**src/rtl/ident_vec_sequencer.sv**
```systemverilog
// Stimulus sequencer and identity checker: walks a vector memory, drives the
// reference and synthesized instances, and compares their outputs per vector.
module ident_vec_sequencer #(
  parameter int IN_W   = 86,
  parameter int OUT_W  = 81,
  parameter int ADDR_W = 5,
  parameter int SETTLE = 1
) (
  input  logic              clk,
  input  logic              rst_n,
  input  logic              start,
  input  logic              stop_on_fail,
  input  logic [ADDR_W:0]   vec_count,
  output logic [ADDR_W-1:0] vec_addr,
  input  logic [IN_W-1:0]   vec_data,
  output logic [IN_W-1:0]   dut_in,
  input  logic [OUT_W-1:0]  ref_y,
  input  logic [OUT_W-1:0]  syn_y,
  output logic              busy,
  output logic              done,
  output logic              fail,
  output logic [ADDR_W-1:0] fail_idx,
  output logic [ADDR_W:0]   fail_cnt,
  output logic [OUT_W-1:0]  sig
);

  localparam logic [2:0] S_IDLE    = 3'd0;
  localparam logic [2:0] S_FETCH   = 3'd1;
  localparam logic [2:0] S_LOAD    = 3'd2;
  localparam logic [2:0] S_SETTLE  = 3'd3;
  localparam logic [2:0] S_CAPTURE = 3'd4;
  localparam logic [2:0] S_DONE    = 3'd5;

  localparam logic [ADDR_W:0] MAX_CNT     = {1'b1, {ADDR_W{1'b0}}};
  localparam logic [ADDR_W:0] ONE_CNT     = {{ADDR_W{1'b0}}, 1'b1};
  localparam logic [3:0]      SETTLE_INIT = 4'(SETTLE - 1);

  logic [2:0]        state;
  logic [ADDR_W:0]   count;
  logic              stop_mode;
  logic [3:0]        settle_cnt;
  logic              mismatch;
  logic              last;

  // Case inequality so an X on either side counts as a mismatch.
  always_comb begin
    mismatch = (ref_y !== syn_y);
    last     = ({1'b0, vec_addr} == (count - ONE_CNT));
    busy     = (state == S_FETCH) || (state == S_LOAD) ||
               (state == S_SETTLE) || (state == S_CAPTURE);
    done     = (state == S_DONE);
  end

  // vec_addr doubles as the vector index, so it is already stable during FETCH.
  always_ff @(posedge clk or negedge rst_n) begin
    if (!rst_n) begin
      state      <= S_IDLE;
      count      <= '0;
      stop_mode  <= 1'b0;
      settle_cnt <= '0;
      vec_addr   <= '0;
      dut_in     <= '0;
      fail       <= 1'b0;
      fail_idx   <= '0;
      fail_cnt   <= '0;
      sig        <= '0;
    end else begin
      case (state)
        S_IDLE, S_DONE: begin
          if (start) begin
            stop_mode <= stop_on_fail;
            count     <= (vec_count > MAX_CNT) ? MAX_CNT : vec_count;
            vec_addr  <= '0;
            fail      <= 1'b0;
            fail_idx  <= '0;
            fail_cnt  <= '0;
            sig       <= '0;
            state     <= (vec_count != '0) ? S_FETCH : S_DONE;
          end
        end
        S_FETCH: state <= S_LOAD;
        S_LOAD: begin
          dut_in     <= vec_data;
          settle_cnt <= SETTLE_INIT;
          state      <= S_SETTLE;
        end
        S_SETTLE: begin
          settle_cnt <= settle_cnt - 4'd1;
          if (settle_cnt == '0) state <= S_CAPTURE;
        end
        S_CAPTURE: begin
          sig <= {sig[OUT_W-2:0], sig[OUT_W-1]} ^ ref_y;
          if (mismatch) begin
            if (fail_cnt != '1) fail_cnt <= fail_cnt + ONE_CNT;
            if (!fail) begin
              fail     <= 1'b1;
              fail_idx <= vec_addr;
            end
          end
          if ((mismatch && stop_mode) || last) begin
            state <= S_DONE;
          end else begin
            vec_addr <= vec_addr + 1'b1;
            state    <= S_FETCH;
          end
        end
        default: state <= S_IDLE;
      endcase
    end
  end

endmodule

```
**config.mk**
```make
export PLATFORM = sky130hd
export DESIGN_NAME = ident_vec_sequencer
export DESIGN_NICKNAME = d
export VERILOG_FILES = /design/src/rtl/ident_vec_sequencer.sv
export SDC_FILE = /design/constraint.sdc
export NUM_CORES = 1
export LEC_CHECK = 0
export BUFFER_PORTS_ARGS = -buffer_cell sky130_fd_sc_hd__clkbuf_2
export CAP_MARGIN = 5
export CORE_AREA = 3 3 172 174
export DETAILED_ROUTE_END_ITERATION = 7
export DIE_AREA = 0 0 175 177
export GPL_TIMING_DRIVEN = 0
export PLACE_DENSITY_LB_ADDON = 0.08
export SLEW_MARGIN = 5
export SYNTH_ARGS = -nofsm -noshare
export SYNTH_HDL_FRONTEND = slang
export SYNTH_SLANG_ARGS = --single-unit
```
**constraint.sdc**
```tcl
create_clock -name clk -period 3.2 [get_ports clk]
set_input_delay 0.32 -clock clk [delete_from_list [all_inputs] [get_ports clk]]
set_output_delay 0.32 -clock clk [all_outputs]
set_load 0.02 [all_outputs]
```
After elaboration in Yosys (flattened, before gate mapping)
Cells that the tools add are included.
Cells by class
  $add $sub $neg: 4
  $mul: 0
  divide/modulo/power cells: 0
  order comparisons: 1
  eq/ne operators: 14
  shift operators: 0
  mux-type cells: 22
  bitwise logic cells: 1
  reduce and logical (&&, ||, !) cells: 18
Operators with widths (count)
  $pmux W81 S2: 1
  $mux W81: 1
  $nex A81 B81 Y1: 1
  $xor A81 B81 Y81: 1
  $mux W6: 4
  $mux W5: 4
  $pmux W5 S2: 2
  $pmux W3 S5: 1
  $mux W3: 4
  $pmux W6 S2: 1
  $ne A2 B2 Y1 const B: 4
  $pmux W4 S2: 1
  $reduce_and A4 Y1: 2
  $add A6 B1 Y6 const B: 1
  $eq A3 B2 Y1 const B: 2
  $eq A3 B3 Y1 const B: 2
  $eq A5 B6 Y1: 1
  $gt A6 B6 Y1 const B: 1
  $ne A6 B6 Y1 const B: 1
  $reduce_and A2 Y1: 3
  $reduce_and A3 Y1: 2
  $reduce_bool A6 Y1: 1
  $sub A6 B1 Y6 const B: 1
  $add A5 B1 Y5 const B: 1
  11 further kinds: 17
Word-level totals
  flip-flop bits (word level): 198
  bits in latches: 0
  RAM bits: 0
  ROM bits: 0
  input port bits: 258
  output and inout port bits: 186
  word-level logic and storage cells: 70
  memories: 0

Depth between registers and ports, before layout
  depth in word-level cells: 5
  depth in mapped cells: 9
  gate-level depth less buffers: 9

Least setup slack after synthesis
OpenSTA, ideal clock, no wires.
  path kind: register to register
  start: register count[0]
  end: register vec_addr[2]
  library setup time: 0.124 ns
  data arrival time: 1.957 ns
  required time: 3.076 ns
  setup slack: 1.119 ns
  cell stages (with the launch flop): 10
  buffers on the path: 0
  cell sequence: dfrtp_1 > inv_1 > ha_1 > and3b_1 > o21ai_0 > a31oi_1 > a211oi_1 > a211oi_2 > a21o_1 > a211o_1
Between the ends
  longest elaborated chain between the ends: 5
Ends and longest elaborated chain
  from (decl): line 39  | logic [ADDR_W:0] count;
  from (signal assigned): line 72  | count <= (vec_count > MAX_CNT) ? MAX_CNT : vec_count;
  $sub A6 B1 Y6: line 48  | last = ({1'b0, vec_addr} == (count - ONE_CNT));
  $eq A5 B6 Y1: line 48
  $logic_or A1 B1 Y1: line 100  | if ((mismatch && stop_mode) || last) begin
  $ne A2 B2 Y1 (no line)
  $reduce_and A3 Y1 (no line)
  to (signal assigned): line 103  | vec_addr <= vec_addr + 1'b1;
  to (decl): line 14  | output logic [ADDR_W-1:0] vec_addr,
No other way between the ends.
A chain may end at the register's enable or synchronous reset.

Final worst setup path
  start: register state[1]
  end: register sig[59]
Between the ends
  longest elaborated chain between the ends: 4
  elaborated cells on any way between the ends: 8
  classes of those cells: 3 x eq/ne; 1 x mux; 4 x reduce/logical
Ends and longest elaborated chain
  from (decl): line 38  | logic [2:0] state;
  from (signal assigned): line 78  | state <= (vec_count != '0) ? S_FETCH : S_DONE;
  $eq A3 B3 Y1 or $logic_not A3 Y1 (tied branches): line 68  | case (state)
  $reduce_or A2 Y1: line 68
  $ne A2 B2 Y1 (no line) or $reduce_bool A2 Y1 (tied branches)
  $reduce_and A2 Y1 (no line)
  to (signal assigned): line 92  | sig <= {sig[OUT_W-2:0], sig[OUT_W-1]} ^ ref_y;
  to (decl): line 24  | output logic [OUT_W-1:0] sig
Parallel ways exist; a longest one is shown, timed or not.

==> reports/qor.yml <==
outcome:
  outcome: "complete, no violations"
timing:
  slew_violations: 0
  finalCritPeriodShare: 0.851
  final.setup.tns_ns: 0
  finClkSkew_ns: 0.0204
  fmax_mhz: 367
  hold_ws_ns: 0.0972
  fin_crit_ns: 2.72
  hold_viol: 0
  tightest_slew_ns: 0.742
  maxSlewHeadroom: 0.500
  rsz0062_at_grt: "false"
  finalSetupViolCount: 0
worst_hold_path:
  holdPathEnd: "dut_in[51]$_DFFE_PN0P_"
  whs_path_depth: 2
  hold_path_class: "in -> reg"
  worstHoldStart: "vec_data[51]"
finish:
  final-seq-area_um2: 4950
  multi_input_area_um2: 4260
  area_growth_pct: 35.9
  final_util: 0.458
  antenna_cells: 0
  layout.nets: 1556
  drive_above_1_share: 0.445
  fill_cells: 2794
floorplanning:
  num_rows: 61
  die_x_um: 175
  fp.dieH_um: 177
  boundaryPins: 444
  fp.coreArea_um2: 27900
  dieArea_um2: 31000
  initial_core_util: 0.337
worst_setup_path:
  r2r_end: "sig[59]$_DFFE_PN0P_"
  critical_path_class: "reg -> reg"
  crit_path_end_kind: "register"
  start_kind: "register"
  crit_path_max_fanout: 10
  max_stage_delay_ns: 0.55
  slowest_stage: "clkbuf_1"
  worstSetupStartpoint: "state[1]$_DFFE_PN0P_"
  arrival_ns: 3.07
  regToRegStartpoint: "state[1]$_DFFE_PN0P_"
  r2r_slack_ns: 0.48
  crit_chain: "buf_2 -> nor2_1 -> nand2_1 -> buf_2 -> clkbuf_1 -> buf_1 -> nand3_1 -> o21ai_0"
  reg2reg_depth: 8
  crit_required_ns: 3.55
  cp_common_cell: "buf_2"
clock_tree:
  clockRootBuffer: "clkbuf_16"
  cts_tree: "yes"
  numCtsBuffers: 17
  clk_pin_slew_ns: 0.10
  cts_resized: 0
  cts_setup_buffers: 0
  cts_buffer_depth: 2
  clk_latency_ns: 0.44
  clkSinkCount: 198
  htreeDepth: 4
routing:
  drtIter0Drc: 264
  vias_per_cell: 4.82
  post_drt_wl_per_cell_um: 21.0
  drt_wl_total_um: 35300
  detail-route-antenna-nets: 0
  drc: 0
  drt_first_pass_iters: 4
  num_vias: 8127
yosys:
  ys_seq_area_frac: 0.526
  synth-seq-cells: 198
  syn_nets: 1091
  post_synth.cell_area_avg_um2: 11.4
  synth_cell_types: 44
  yosys_warnings: 0
  syn_area_um2: 9420
  synth_cells: 829
global_route:
  antenna_found_initial: 0
  grt.total_usage: 0.225
  grt_pass1_vias: 8440
  grt_pass1_wl_um: 52300
  gr-total-overflow: 0
  grt_max_degree: 88
power:
  p_total_uw: 13000
  p_per_area_nw_per_um2: 1010
  cellLeakagePower_uw: 0.00623
  ir_drop_mv: 0.525
placement:
  port_buffers: 443
  gp_congestion: 0.833
  dp_hpwl_um: 28800
run:
  max_cap_viol_count: 0
-- critical path, delay by kind of cell (launching register included) --
| kind | cells | cell delay (ns) |
|---|---|---|
| compound gates | 1 | 0.11 |
| buf+inv | 4 | 1.58 |
| simple gates | 3 | 0.61 |
| flops | 1 | 0.35 |
-- sequential cells by signal, summed over array words and instances, names as in the netlist --
| name | flops |
|---|---|
| vec_addr | 5 |
| stop_mode | 1 |
| fail_cnt | 6 |
| dut_in | 86 |
| count | 6 |
| state | 3 |
| fail_idx | 5 |
| fail | 1 |
| settle_cnt | 4 |
| sig | 81 |
-- what timing repair did --
item,CTS,global route
endpoints found under the hold margin,30,0
hold buffers,1,0
setup endpoints to repair,0,0
-- layout by cell type (no fill, tap or decap), drive strengths merged, types with 4 or more instances in the layout --
cell	Yosys	routed
dfrtp	198	198
buf	21	23
nand3b	7	7
inv	12	21
xnor2	88	88
nor3	5	5
a211oi	5	5
nand4	6	6
clkinv	0	6
o21ai	90	90
xor2	82	82
a21oi	6	6
clkbuf	21	481
nor2	14	14
ha	4	4
and3	5	5
nand2	35	35
nor4	23	23
mux2i	8	8
nand3	87	87
mux2	87	87
-- where the power goes --
part	switching, uW	internal, uW
combinational	3630	2430
clock	1190	1090
sequential	926	3690
-- synthesized netlist by cell type (all sizes together) --
| master | instances | area, um^2 |
|---|---|---|
| inv | 12 | 45.0 |
| a22o | 1 | 10.0 |
| and2 | 2 | 12.5 |
| o41ai | 1 | 8.76 |
| or3 | 1 | 6.26 |
| buf | 21 | 87.6 |
| nand2 | 35 | 131 |
| nor4 | 23 | 159 |
| a311oi | 1 | 8.76 |
| o22ai | 1 | 6.26 |
| o21ba | 1 | 10.0 |
| a31oi | 2 | 12.5 |
| a31o | 2 | 17.5 |
| nand3 | 87 | 435 |
| o2111a | 1 | 11.3 |
| nor2 | 14 | 55.1 |
| and3 | 5 | 31.3 |
| a211o | 3 | 26.3 |
| nor4b | 1 | 8.76 |
| ha | 4 | 50.1 |
| a21o | 2 | 16.3 |
| nor3 | 5 | 25.0 |
| nand4 | 6 | 37.5 |
| o31ai | 1 | 7.51 |
| and3b | 1 | 8.76 |
| xnor2 | 88 | 771 |
| clkbuf | 21 | 78.8 |
| a21oi | 6 | 30.0 |
| mux2i | 8 | 80.1 |
| dfrtp | 198 | 4950 |
| o21ai | 90 | 450 |
| nor2b | 1 | 6.26 |
| xor2 | 82 | 718 |
| mux2 | 87 | 980 |
| nand3b | 7 | 56.3 |
| nand2b | 1 | 6.26 |
| nor3b | 2 | 15.0 |
| a211oi | 5 | 47.5 |
-- per-stage QoR --
step	std cells	setup slack [ns]	instance area (um^2)
CTS	1685	0.417	12800
detailed placement	1652	0.202	12200
global route	1685	0.201	12800
global placement	1650	-2.41	12100
finish	1685	0.477	12800
floorplan	829	1.12	9420
-- cell type report --
class | instances | share of cell area
Buffer | 42 | 0.0130
Tap cell | 378 | 0.0369
Clock buffer | 17 | 0.0332
Timing Repair Buffer | 446 | 0.179
Sequential cell | 198 | 0.387
Clock inverter | 15 | 0.0152
Inverter | 12 | 0.00352
Multi-Input combinational cell | 577 | 0.332
-- how the worst max path moves through the flow --
stage                     slack, ns                      end
after floorplan                1.12  vec_addr[2]$_DFFE_PN0P_
after global placement        -2.41   dut_in[51]$_DFFE_PN0P_
after detailed placement       0.20  vec_addr[4]$_DFFE_PN0P_
after CTS                      0.42      sig[59]$_DFFE_PN0P_
after global routing           0.20      sig[60]$_DFFE_PN0P_
final                          0.48      sig[59]$_DFFE_PN0P_
-- cells by family after synthesis --
logic type	count (synthesis)	synth area share
flops	198	0.526
simple gates	191	0.106
xor+xnor	170	0.158
compound gates	117	0.0704
mux	95	0.112
buf+inv	54	0.0224
fa+ha+maj	4	0.00531
-- layer usage --
metal / up-vias / wire [um] / track usage
met4: 0 / 731 / 0.0632
met1: 3941 / 14600 / 0.281
met5: - / 0 / 0
met3: 41 / 2600 / 0.0603
li1: 3828 / - / -
met2: 317 / 17400 / 0.385
Note: power is estimated with default switching activity, not from simulation.
